<file path="src/rtl/multicycle_ctrl_hs.sv">
// Multicycle RV32I control FSM: memory ready handshake, wait timeout,
// illegal-instruction trap, resumable EBREAK halt, cycle/instret counters.
module multicycle_ctrl_hs #(
  parameter int CNT_W       = 32,
  parameter int MEM_TIMEOUT = 16,
  parameter int WAIT_W      = 8
) (
  input  logic             clk,
  input  logic             reset,
  input  logic [6:0]       opcode,
  input  logic [2:0]       funct3,
  input  logic [6:0]       funct7,
  input  logic             zero,
  input  logic             mem_ready,
  input  logic             resume,
  output logic [3:0]       state,
  output logic             mem_read,
  output logic             mem_write,
  output logic             ir_write,
  output logic             pc_write,
  output logic             pc_src,
  output logic             reg_write,
  output logic [1:0]       result_src,
  output logic [1:0]       alu_src_a,
  output logic [1:0]       alu_src_b,
  output logic [3:0]       alu_control,
  output logic [2:0]       imm_src,
  output logic             halted,
  output logic             trapped,
  output logic [1:0]       trap_cause,
  output logic [CNT_W-1:0] cycle_count,
  output logic [CNT_W-1:0] instret_count
);

  typedef enum logic [3:0] {
    S_IF      = 4'd0,
    S_ID      = 4'd1,
    S_EX_R    = 4'd2,
    S_EX_I    = 4'd3,
    S_EX_S    = 4'd4,
    S_EX_B    = 4'd5,
    S_EX_J    = 4'd6,
    S_MEM_RD  = 4'd7,
    S_MEM_WR  = 4'd8,
    S_WB_ALU  = 4'd9,
    S_WB_MEM  = 4'd10,
    S_WB_LINK = 4'd11,
    S_HALT    = 4'd12,
    S_TRAP    = 4'd13
  } state_t;

  localparam logic [6:0] OP_LOAD   = 7'b0000011;
  localparam logic [6:0] OP_IMM    = 7'b0010011;
  localparam logic [6:0] OP_AUIPC  = 7'b0010111;
  localparam logic [6:0] OP_STORE  = 7'b0100011;
  localparam logic [6:0] OP_REG    = 7'b0110011;
  localparam logic [6:0] OP_LUI    = 7'b0110111;
  localparam logic [6:0] OP_BRANCH = 7'b1100011;
  localparam logic [6:0] OP_JAL    = 7'b1101111;
  localparam logic [6:0] OP_SYSTEM = 7'b1110011;

  localparam logic [3:0] ALU_AND   = 4'b0000;
  localparam logic [3:0] ALU_OR    = 4'b0001;
  localparam logic [3:0] ALU_ADD   = 4'b0010;
  localparam logic [3:0] ALU_XOR   = 4'b0011;
  localparam logic [3:0] ALU_SLL   = 4'b0100;
  localparam logic [3:0] ALU_SRL   = 4'b0101;
  localparam logic [3:0] ALU_SUB   = 4'b0110;
  localparam logic [3:0] ALU_SLT   = 4'b0111;
  localparam logic [3:0] ALU_SRA   = 4'b1000;
  localparam logic [3:0] ALU_SLTU  = 4'b1001;
  localparam logic [3:0] ALU_PASSB = 4'b1010;

  localparam logic [1:0] A_PC   = 2'b00;
  localparam logic [1:0] A_OLD  = 2'b01;
  localparam logic [1:0] A_REG  = 2'b10;
  localparam logic [1:0] B_REG  = 2'b00;
  localparam logic [1:0] B_IMM  = 2'b01;
  localparam logic [1:0] B_FOUR = 2'b10;

  localparam logic [1:0] RES_ALUOUT = 2'b00;
  localparam logic [1:0] RES_MDR    = 2'b01;
  localparam logic [1:0] RES_ALU    = 2'b10;

  localparam logic [2:0] IMM_I = 3'b000;
  localparam logic [2:0] IMM_S = 3'b001;
  localparam logic [2:0] IMM_B = 3'b010;
  localparam logic [2:0] IMM_J = 3'b011;
  localparam logic [2:0] IMM_U = 3'b100;

  localparam logic [1:0] CAUSE_NONE = 2'b00;
  localparam logic [1:0] CAUSE_ILL  = 2'b01;
  localparam logic [1:0] CAUSE_TMO  = 2'b10;

  localparam logic [WAIT_W-1:0] TMO = WAIT_W'(MEM_TIMEOUT);

  state_t            cur;
  state_t            nxt;
  logic [WAIT_W-1:0] wcnt;
  logic [1:0]        cause_q;
  logic [1:0]        trap_code;
  logic              retire;
  logic              timeout;
  logic              mem_pend;
  logic [3:0]        r_alu;
  logic              r_ok;
  logic [3:0]        i_alu;
  logic [3:0]        b_alu;
  logic              b_take;
  logic              b_ok;

  assign mem_pend = (cur == S_IF) || (cur == S_MEM_RD) || (cur == S_MEM_WR);
  assign timeout  = (MEM_TIMEOUT != 0) && (wcnt == TMO) && !mem_ready;

  always_comb begin
    r_alu = ALU_ADD;
    r_ok  = 1'b1;
    unique case ({funct7, funct3})
      {7'h00, 3'd0}: r_alu = ALU_ADD;
      {7'h00, 3'd1}: r_alu = ALU_SLL;
      {7'h00, 3'd2}: r_alu = ALU_SLT;
      {7'h00, 3'd3}: r_alu = ALU_SLTU;
      {7'h00, 3'd4}: r_alu = ALU_XOR;
      {7'h00, 3'd5}: r_alu = ALU_SRL;
      {7'h00, 3'd6}: r_alu = ALU_OR;
      {7'h00, 3'd7}: r_alu = ALU_AND;
      {7'h20, 3'd0}: r_alu = ALU_SUB;
      {7'h20, 3'd5}: r_alu = ALU_SRA;
      default:       r_ok  = 1'b0;
    endcase
  end

  always_comb begin
    i_alu = ALU_ADD;
    unique case (funct3)
      3'd0: i_alu = ALU_ADD;
      3'd1: i_alu = ALU_SLL;
      3'd2: i_alu = ALU_SLT;
      3'd3: i_alu = ALU_SLTU;
      3'd4: i_alu = ALU_XOR;
      3'd5: i_alu = funct7[5] ? ALU_SRA : ALU_SRL;
      3'd6: i_alu = ALU_OR;
      3'd7: i_alu = ALU_AND;
      default: i_alu = ALU_ADD;
    endcase
  end

  // Branch condition: SUB feeds zero for EQ/NE, SLT/SLTU feed !zero for "less".
  always_comb begin
    b_alu  = ALU_ADD;
    b_take = 1'b0;
    b_ok   = 1'b1;
    unique case (funct3)
      3'b000: begin b_alu = ALU_SUB;  b_take = zero;  end
      3'b001: begin b_alu = ALU_SUB;  b_take = !zero; end
      3'b100: begin b_alu = ALU_SLT;  b_take = !zero; end
      3'b101: begin b_alu = ALU_SLT;  b_take = zero;  end
      3'b110: begin b_alu = ALU_SLTU; b_take = !zero; end
      3'b111: begin b_alu = ALU_SLTU; b_take = zero;  end
      default: b_ok = 1'b0;
    endcase
  end

  always_comb begin
    nxt         = cur;
    trap_code   = CAUSE_NONE;
    retire      = 1'b0;
    mem_read    = 1'b0;
    mem_write   = 1'b0;
    ir_write    = 1'b0;
    pc_write    = 1'b0;
    pc_src      = 1'b0;
    reg_write   = 1'b0;
    result_src  = RES_ALUOUT;
    alu_src_a   = A_PC;
    alu_src_b   = B_REG;
    alu_control = ALU_ADD;
    imm_src     = IMM_I;
    unique case (cur)
      S_IF: begin
        mem_read  = 1'b1;
        alu_src_b = B_FOUR;
        if (mem_ready) begin
          ir_write = 1'b1;
          pc_write = 1'b1;
          nxt      = S_ID;
        end else if (timeout) begin
          nxt       = S_TRAP;
          trap_code = CAUSE_TMO;
        end
      end
      S_ID: begin
        unique case (opcode)
          OP_LOAD, OP_IMM:  nxt = S_EX_I;
          OP_STORE:         nxt = S_EX_S;
          OP_REG:           nxt = S_EX_R;
          OP_BRANCH:        nxt = S_EX_B;
          OP_JAL:           nxt = S_EX_J;
          OP_LUI, OP_AUIPC: nxt = S_WB_ALU;
          OP_SYSTEM: begin
            nxt    = S_HALT;
            retire = 1'b1;
          end
          default: begin
            nxt       = S_TRAP;
            trap_code = CAUSE_ILL;
          end
        endcase
      end
      S_EX_R: begin
        alu_src_a = A_REG;
        alu_src_b = B_REG;
        if (r_ok) begin
          alu_control = r_alu;
          nxt         = S_WB_ALU;
        end else begin
          nxt       = S_TRAP;
          trap_code = CAUSE_ILL;
        end
      end
      S_EX_I: begin
        alu_src_a = A_REG;
        alu_src_b = B_IMM;
        imm_src   = IMM_I;
        if (opcode == OP_LOAD) begin
          alu_control = ALU_ADD;
          nxt         = S_MEM_RD;
        end else begin
          alu_control = i_alu;
          nxt         = S_WB_ALU;
        end
      end
      S_EX_S: begin
        alu_src_a   = A_REG;
        alu_src_b   = B_IMM;
        imm_src     = IMM_S;
        alu_control = ALU_ADD;
        nxt         = S_MEM_WR;
      end
      S_EX_B: begin
        alu_src_a   = A_REG;
        alu_src_b   = B_REG;
        imm_src     = IMM_B;
        pc_src      = 1'b1;
        alu_control = b_alu;
        if (b_ok) begin
          pc_write = b_take;
          retire   = 1'b1;
          nxt      = S_IF;
        end else begin
          nxt       = S_TRAP;
          trap_code = CAUSE_ILL;
        end
      end
      S_EX_J: begin
        alu_src_a   = A_OLD;
        alu_src_b   = B_IMM;
        imm_src     = IMM_J;
        alu_control = ALU_ADD;
        pc_write    = 1'b1;
        nxt         = S_WB_LINK;
      end
      S_MEM_RD: begin
        mem_read = 1'b1;
        if (mem_ready) begin
          nxt = S_WB_MEM;
        end else if (timeout) begin
          nxt       = S_TRAP;
          trap_code = CAUSE_TMO;
        end
      end
      S_MEM_WR: begin
        mem_write = 1'b1;
        if (mem_ready) begin
          retire = 1'b1;
          nxt    = S_IF;
        end else if (timeout) begin
          nxt       = S_TRAP;
          trap_code = CAUSE_TMO;
        end
      end
      S_WB_ALU: begin
        reg_write  = 1'b1;
        result_src = RES_ALUOUT;
        if (opcode == OP_LUI) begin
          alu_src_b   = B_IMM;
          imm_src     = IMM_U;
          alu_control = ALU_PASSB;
        end else if (opcode == OP_AUIPC) begin
          alu_src_a   = A_OLD;
          alu_src_b   = B_IMM;
          imm_src     = IMM_U;
          alu_control = ALU_ADD;
          result_src  = RES_ALU;
        end
        retire = 1'b1;
        nxt    = S_IF;
      end
      S_WB_MEM: begin
        reg_write  = 1'b1;
        result_src = RES_MDR;
        retire     = 1'b1;
        nxt        = S_IF;
      end
      S_WB_LINK: begin
        alu_src_a   = A_OLD;
        alu_src_b   = B_FOUR;
        alu_control = ALU_ADD;
        reg_write   = 1'b1;
        result_src  = RES_ALU;
        retire      = 1'b1;
        nxt         = S_IF;
      end
      S_HALT: begin
        if (resume) nxt = S_IF;
      end
      S_TRAP: nxt = S_TRAP;
      default: nxt = S_IF;
    endcase
  end

  // Wait count only runs while a request is stalled in place.
  always_ff @(posedge clk) begin
    if (reset) begin
      cur           <= S_IF;
      wcnt          <= '0;
      cause_q       <= CAUSE_NONE;
      cycle_count   <= '0;
      instret_count <= '0;
    end else begin
      cur         <= nxt;
      cycle_count <= cycle_count + CNT_W'(1);
      if (retire)
        instret_count <= instret_count + CNT_W'(1);
      if (trap_code != CAUSE_NONE)
        cause_q <= trap_code;
      if (mem_pend && !mem_ready && nxt == cur && wcnt != '1)
        wcnt <= wcnt + WAIT_W'(1);
      else if (!(mem_pend && !mem_ready && nxt == cur))
        wcnt <= '0;
    end
  end

  assign state      = cur;
  assign halted     = (cur == S_HALT);
  assign trapped    = (cur == S_TRAP);
  assign trap_cause = cause_q;

endmodule
</file>
<file path="config.mk">
export PLATFORM = sky130hd
export DESIGN_NAME = multicycle_ctrl_hs
export DESIGN_NICKNAME = d
export VERILOG_FILES = /design/src/rtl/multicycle_ctrl_hs.sv
export SDC_FILE = /design/constraint.sdc
export NUM_CORES = 1
export LEC_CHECK = 0
export ABC_AREA = 1
export BUFFER_PORTS_ARGS = -buffer_cell sky130_fd_sc_hd__buf_2
export CAP_MARGIN = 10
export CORE_UTILIZATION = 50
export DETAILED_ROUTE_END_ITERATION = 16
export PLACE_DENSITY = 0.87
export SLEW_MARGIN = 20
export SYNTH_ARGS = -nofsm -noshare
export SYNTH_HDL_FRONTEND = slang
export SYNTH_SLANG_ARGS = --single-unit
</file>
<file path="constraint.sdc">
create_clock -name clk -period 1.8 [get_ports clk]
set_input_delay 0.09 -clock clk [delete_from_list [all_inputs] [get_ports clk]]
set_output_delay 0.09 -clock clk [all_outputs]
set_load 0.01 [all_outputs]
</file>
# After elaboration in Yosys (flattened, before gate mapping)

Cells that the tools add are included.

Register bits: 78
Input port bits: 22
Output and inout port bits: 91

Add/sub/neg operators: 3
Eq/ne operators: 42
Muxes and demuxes: 51
Reductions and logical operators: 29

Operators by type and width:

| cell                                                             | count |
|---|---|
| 32-bit by 1-bit adder with 32-bit output, second input constant  | 2 |
| 4-bit two-way mux                                                | 11 |
| 4-bit case mux with 11 select lines                              | 1 |
| 10-bit by 3-bit == test with 1-bit output, second input constant | 4 |
| 4-bit case mux with 9 select lines                               | 1 |
| 4-bit case mux with 8 select lines                               | 1 |
| 4-bit case mux with 7 select lines                               | 1 |
| 4-bit == test, second input constant                             | 6 |
| 7-bit by 6-bit == test with 1-bit output, second input constant  | 3 |
| 7-bit == test, second input constant                             | 3 |
| 10-bit by 2-bit == test with 1-bit output, second input constant | 2 |
| 10-bit by 9-bit == test with 1-bit output, second input constant | 2 |
| 2-bit case mux with 3 select lines                               | 3 |
| 1-bit two-way mux                                                | 17 |
| 4-bit by 3-bit == test with 1-bit output, second input constant  | 4 |
| 8-bit two-way mux                                                | 2 |
| 4-bit case mux with 4 select lines                               | 1 |
| 2-bit OR reduction                                               | 8 |
| 3-bit OR reduction                                               | 5 |
| 7-bit by 5-bit == test with 1-bit output, second input constant  | 2 |
| 3-bit == test, second input constant                             | 4 |
| 3-bit case mux with 4 select lines                               | 1 |
| 4-bit case mux with 3 select lines                               | 1 |
| 10-bit by 1-bit == test with 1-bit output, second input constant | 1 |
| other kinds (27)                                                 | 39 |

# Logic depth before layout (Yosys ltp)

Depth after elaboration: 9
Depth in mapped cells: 13
Depth with buffers taken out: 13

# Worst setup path before layout

No wires, ideal clock.

Path type: flip-flop to flip-flop
From: reg cycle_count[0]
To: reg cycle_count[26]
Setup time: 0.080 ns
Arrival: 1.575 ns
Slack: 0.145 ns
Stages on the path, launching flop included: 11
Period minus slack after synthesis: 1.655 ns
Cells stage by stage: dfxtp_1 -> ha_1 -> nand2_1 -> nor2_2 -> nand4_2 -> inv_2 -> nand2_2 -> nor2_4 -> nand2_2 -> o21ai_1 -> nor3b_1

Word-level cells in the longest chain between the ends: 1

Ends and longest elaborated chain:

| item                                     | line | text |
|---|---|---|
| start, declared                          | 31   | `output logic [CNT_W-1:0] cycle_count,` |
| start signal, assigned                   | 332  | `cycle_count <= cycle_count + CNT_W'(1);` |
| 32-bit by 1-bit adder with 32-bit output | 332  |  |

Every way passes these cells.
A chain may end at the register's enable or synchronous reset.

# Final worst setup path

From: reg cur[1], in the netlist state[1]
To: out alu_control[1]

Word-level cells in the longest chain between the ends: 2
Elaborated cells on any way between the ends: 5
Those cells by class: eq/ne: 4; mux: 1

Ends and longest elaborated chain:

| item                                        | line | text |
|---|---|---|
| start, declared                             | 97   | `state_t cur;` |
| start signal, assigned                      | 331  | `cur <= nxt;` |
| 4-bit == test, or another cell as far along | 179  | `unique case (cur)` |
| 4-bit case mux with 4 select lines *        | 179  |  |
| end, declared                               | 26   | `output logic [3:0] alu_control,` |

Every way passes the cells marked *; elsewhere a longest branch is shown, timed or not.

==> Implementation_results.wiki <==
{| class="wikitable"
! Metric !! Value
|-
| Status || complete, no violations
|-
| Max-cap violations || 0
|-
| Total congestion overflow after global routing || 0
|-
| Crit path max-delay cell type || dfxtp_4
|-
| Longest individual stage delay on the worst path || 390 ps
|-
| Crit. End Element || primary output
|-
| Number of clock buffers inserted by TritonCTS || 9
|-
| Worst setup skew after layout || 14.5 ps
|-
| Hold Crit Class || input port to flip-flop
|-
| Count of filler cells inserted in the layout || around 800
|-
| Power, Total || 0.00518 W
|-
| Crit path kind || flip-flop to primary output
|-
| CP Data Arrival Time || between 1500 and 2000 ps
|-
| Relative slew margins || 62.1%
|-
| Worst path top cell family by delay || flip-flops
|-
| Max Root-Sink Buffers || 2
|-
| Startpoint Class || flip-flop
|-
| Internal power consumption || 0.00313 W
|-
| Fmax || 556 MHz
|-
| Vias after detailed routing || 5,461
|-
| HPWL after DPL || about 9500 µm
|-
| Clock-pin slew on the worst setup and hold paths || 80 ps
|-
| Sum of buffers and inverters on the critical path || 4
|-
| Fin Setup TNS || 0 ps
|-
| Post-synthesis instance area || 4940 µm²
|-
| Fin. max-slew vios || 0
|-
| Total count of hold-check failures in the final report || 0
|-
| Wire length after detailed routing || between 10,000 and 15,000 µm
|-
| Seq cells post-synth || 78
|-
| Fraction of the yosys area taken by sequential cells || 31.6%
|-
| Switching power || 0.00205 W
|-
| Fraction of power spent switching nets || about 40%
|-
| Net count, final || 930
|-
| Most frequent cells in the layout || nand2_1, buf_2, nor2_1
|-
| Layout Cell Area excl Fill || 6290 µm²
|-
| Router iterations before antenna repair || 5
|-
| Final weighted congestion in routability-driven placement || a little under 0.9
|-
| Post-layout min period || 1800 ps
|-
| Setup repair after global routing missed its margin || yes
|-
| Number of ports placed on the die boundary || 113
|-
| Most common cell after layout, fill and taps aside || nand2_1
|-
| Area of the core region || 9420 µm²
|-
| Placed cell area || 5760 µm²
|-
| Count of flip-flops with a built-in enable after synthesis || 0
|-
| Largest driver fanout on the critical path || 6
|-
| Worst EP required || 1710 ps
|-
| Area overhead of the layout relative to synthesis || 27.3%
|-
| DRC violations left || 0
|-
| Antenna violations before repair || 0
|-
| Library cell appearing most often on the critical path || a21oi_2
|-
| Layout cell share with drive strength beyond 1 || between 20% and 30%
|-
| Via count of the first global-routing pass || 4,789
|-
| Synthesized Nets || slightly below 800
|-
| Count of port buffers added during placement || 112
|-
| Utilization after layout || 66.8%
|-
| DIE HEIGHT || 101 µm
|-
| CTS H-tree lvls || 3
|-
| CTS hold repair buffers || 0
|-
| Sequential group share of total power || 37.5%
|-
| Number of cells produced by synthesis || 755
|-
| Slew at the pin closest to its max-slew limit || 569 ps
|-
| Standard-cell row count || 35
|-
| Fraction of registers with async set or reset after synthesis || 0%
|-
| Dominant synthesized flop cell || dfxtp_1
|-
| Cell Pwr Density || a little over 800 nW/µm²
|-
| Chip width || 101 µm
|-
| Leakage component of the power || 2.90 nW
|-
| DRC violation total after the first TritonRoute iteration || 294
|-
| Clock power share || 23.5%
|-
| Die Outline Area || 10,300 µm²
|-
| Largest net degree at the start of global routing || 51
|-
| Synth warn || 0
|-
| Yosys cell types || 48
|-
| Routed via count divided by cell count || between 5 and 6
|-
| Effective utilization at floorplan || a little over half
|-
| Gr usage total || roughly 25%
|-
| Comb power frac || 39.0%
|-
| Top cell type by total area after synthesis || dfxtp_1
|-
| Leading post-synthesis cells by cell area || dfxtp_1, nand2_1, nor2_1, inv_1, a21oi_1
|-
| Setup-failing EPs final || 0
|-
| Antenna Diode Count || 0
|-
| Chain of cells forming the critical path || inv_6, nand2_8, nor2_4, buf_6, inv_4, a21oi_2, nand3_1, a21oi_2, o21ai_1, buf_2
|-
| Post-synthesis area per instance || 6.54 µm²
|-
| Average detailed-routed wire length per instance || 12.9 µm
|-
| Antenna viol nets, final || 0
|-
| Insertion delay of the later-clocked pin in the worst-skew pair || 340 ps
|-
| Clock root buffer master || clkbuf_8
|-
| Highest ir drop seen on vdd || 0.511 mV
|-
| Share of the synthesized area in the top cell type || 31.6%
|-
| First-pass GRT wire length || 20,800 µm
|-
| Fraction of the cycle the final worst path needs || around 100%
|-
| Worst hold slack || about 260 ps
|-
| CTS tree || done
|-
| Clock sinks || 78
|}
worst min-delay path: stages:
cell	delay, ps
buf_2	90
inv_1	220
nand2_1	140
nor2_1	30
cells in the mapped netlist, drive strengths merged (4+ instances only):
library cell	number
nand2	173
nand3b	4
inv	109
a21oi	48
ha	4
clkbuf	9
xor2	16
xnor2	8
nor2	128
nor3	39
o21ai	32
buf	4
o21a	4
dfxtp	78
nand4	24
o211ai	5
nor4	5
nor3b	7
nand3	43
final cells by class:
| type | instances | area (µm²) | area share (%) |
|---|---|---|---|
| inverters | 110 | 430 | 6.85 |
| clock buffers | 9 | 124 | 1.97 |
| multi-input cells | 555 | 3080 | 49.0 |
| well taps | 129 | 161 | 2.57 |
| flip-flops and latches | 78 | 1590 | 25.2 |
| clock inverters | 7 | 55.1 | 0.876 |
| repair buffers | 150 | 850 | 13.5 |
state kept, by name, indices dropped and copies added, names as in the netlist:
name,flops
state,4
cycle_count,32
trap_cause,2
instret_count,32
wcnt,8
through the flow:
| stage | worst slack [ps] | instances |
|---|---|---|
| 4_1_cts | -24.5 | 1022 |
| 6_report | 2.19 | 1038 |
| 3_5_place_dp | 23.2 | 1006 |
| 5_1_grt | -101 | 1038 |
| 2_1_floorplan | 145 | 755 |
| 3_3_place_gp | 91.2 | 1006 |
power by group through the flow:
| stage | Combinational (W) | Sequential (W) | Clock, W |
|---|---|---|---|
| detailed placement | 0.00164 | 0.00192 | 0 |
| floorplan | 0.00115 | 0.00193 | 0 |
| CTS | 0.00169 | 0.00191 | 0.00124 |
| global route | 0.00220 | 0.00195 | 0.00131 |
| finish | 0.00202 | 0.00194 | 0.00121 |
| global placement | 0.00161 | 0.00191 | 0 |
worst paths after layout:
check	from	end	cells past startpoint	slack [ps]
worst max-delay path	state[1]$_SDFF_PP0_	alu_control[1]	10	2
worst min-delay path	reset	cycle_count[2]$_SDFF_PP0_	4	260
worst max register to register	cycle_count[0]$_SDFF_PP0_	cycle_count[28]$_SDFF_PP0_	7	20
worst min register to register	instret_count[6]$_SDFFE_PP0P_	instret_count[6]$_SDFFE_PP0P_	1	460
kinds of logic after synthesis:
logic type	Yosys count	synth area share, %
AOI/OAI and AO/OA	97	11.1
and+or+nand+nor	429	42.1
buffers and inverters	123	9.93
adders and majority gates	4	1.01
xor gates and xnor gates	24	4.26
DFF	78	31.6
repair_timing:
item | CTS | global route
setup buffers | 0 | 15
pin swaps | 0 | 11
gates resized for setup | 20 | 59
endpoints found under the setup margin | 5 | 34
cloned | 0 | 1
metal layers:
layer	GRT usage [%]	part of all wire (%)	up-vias
li1	-	-	2759
met1	31.4	45	2480
met2	43.6	48	203
met3	3.38	6.0	19
met4	7.80	1.5	0
met5	0	0	-
No activity file was read; power rests on OpenSTA's default activity.
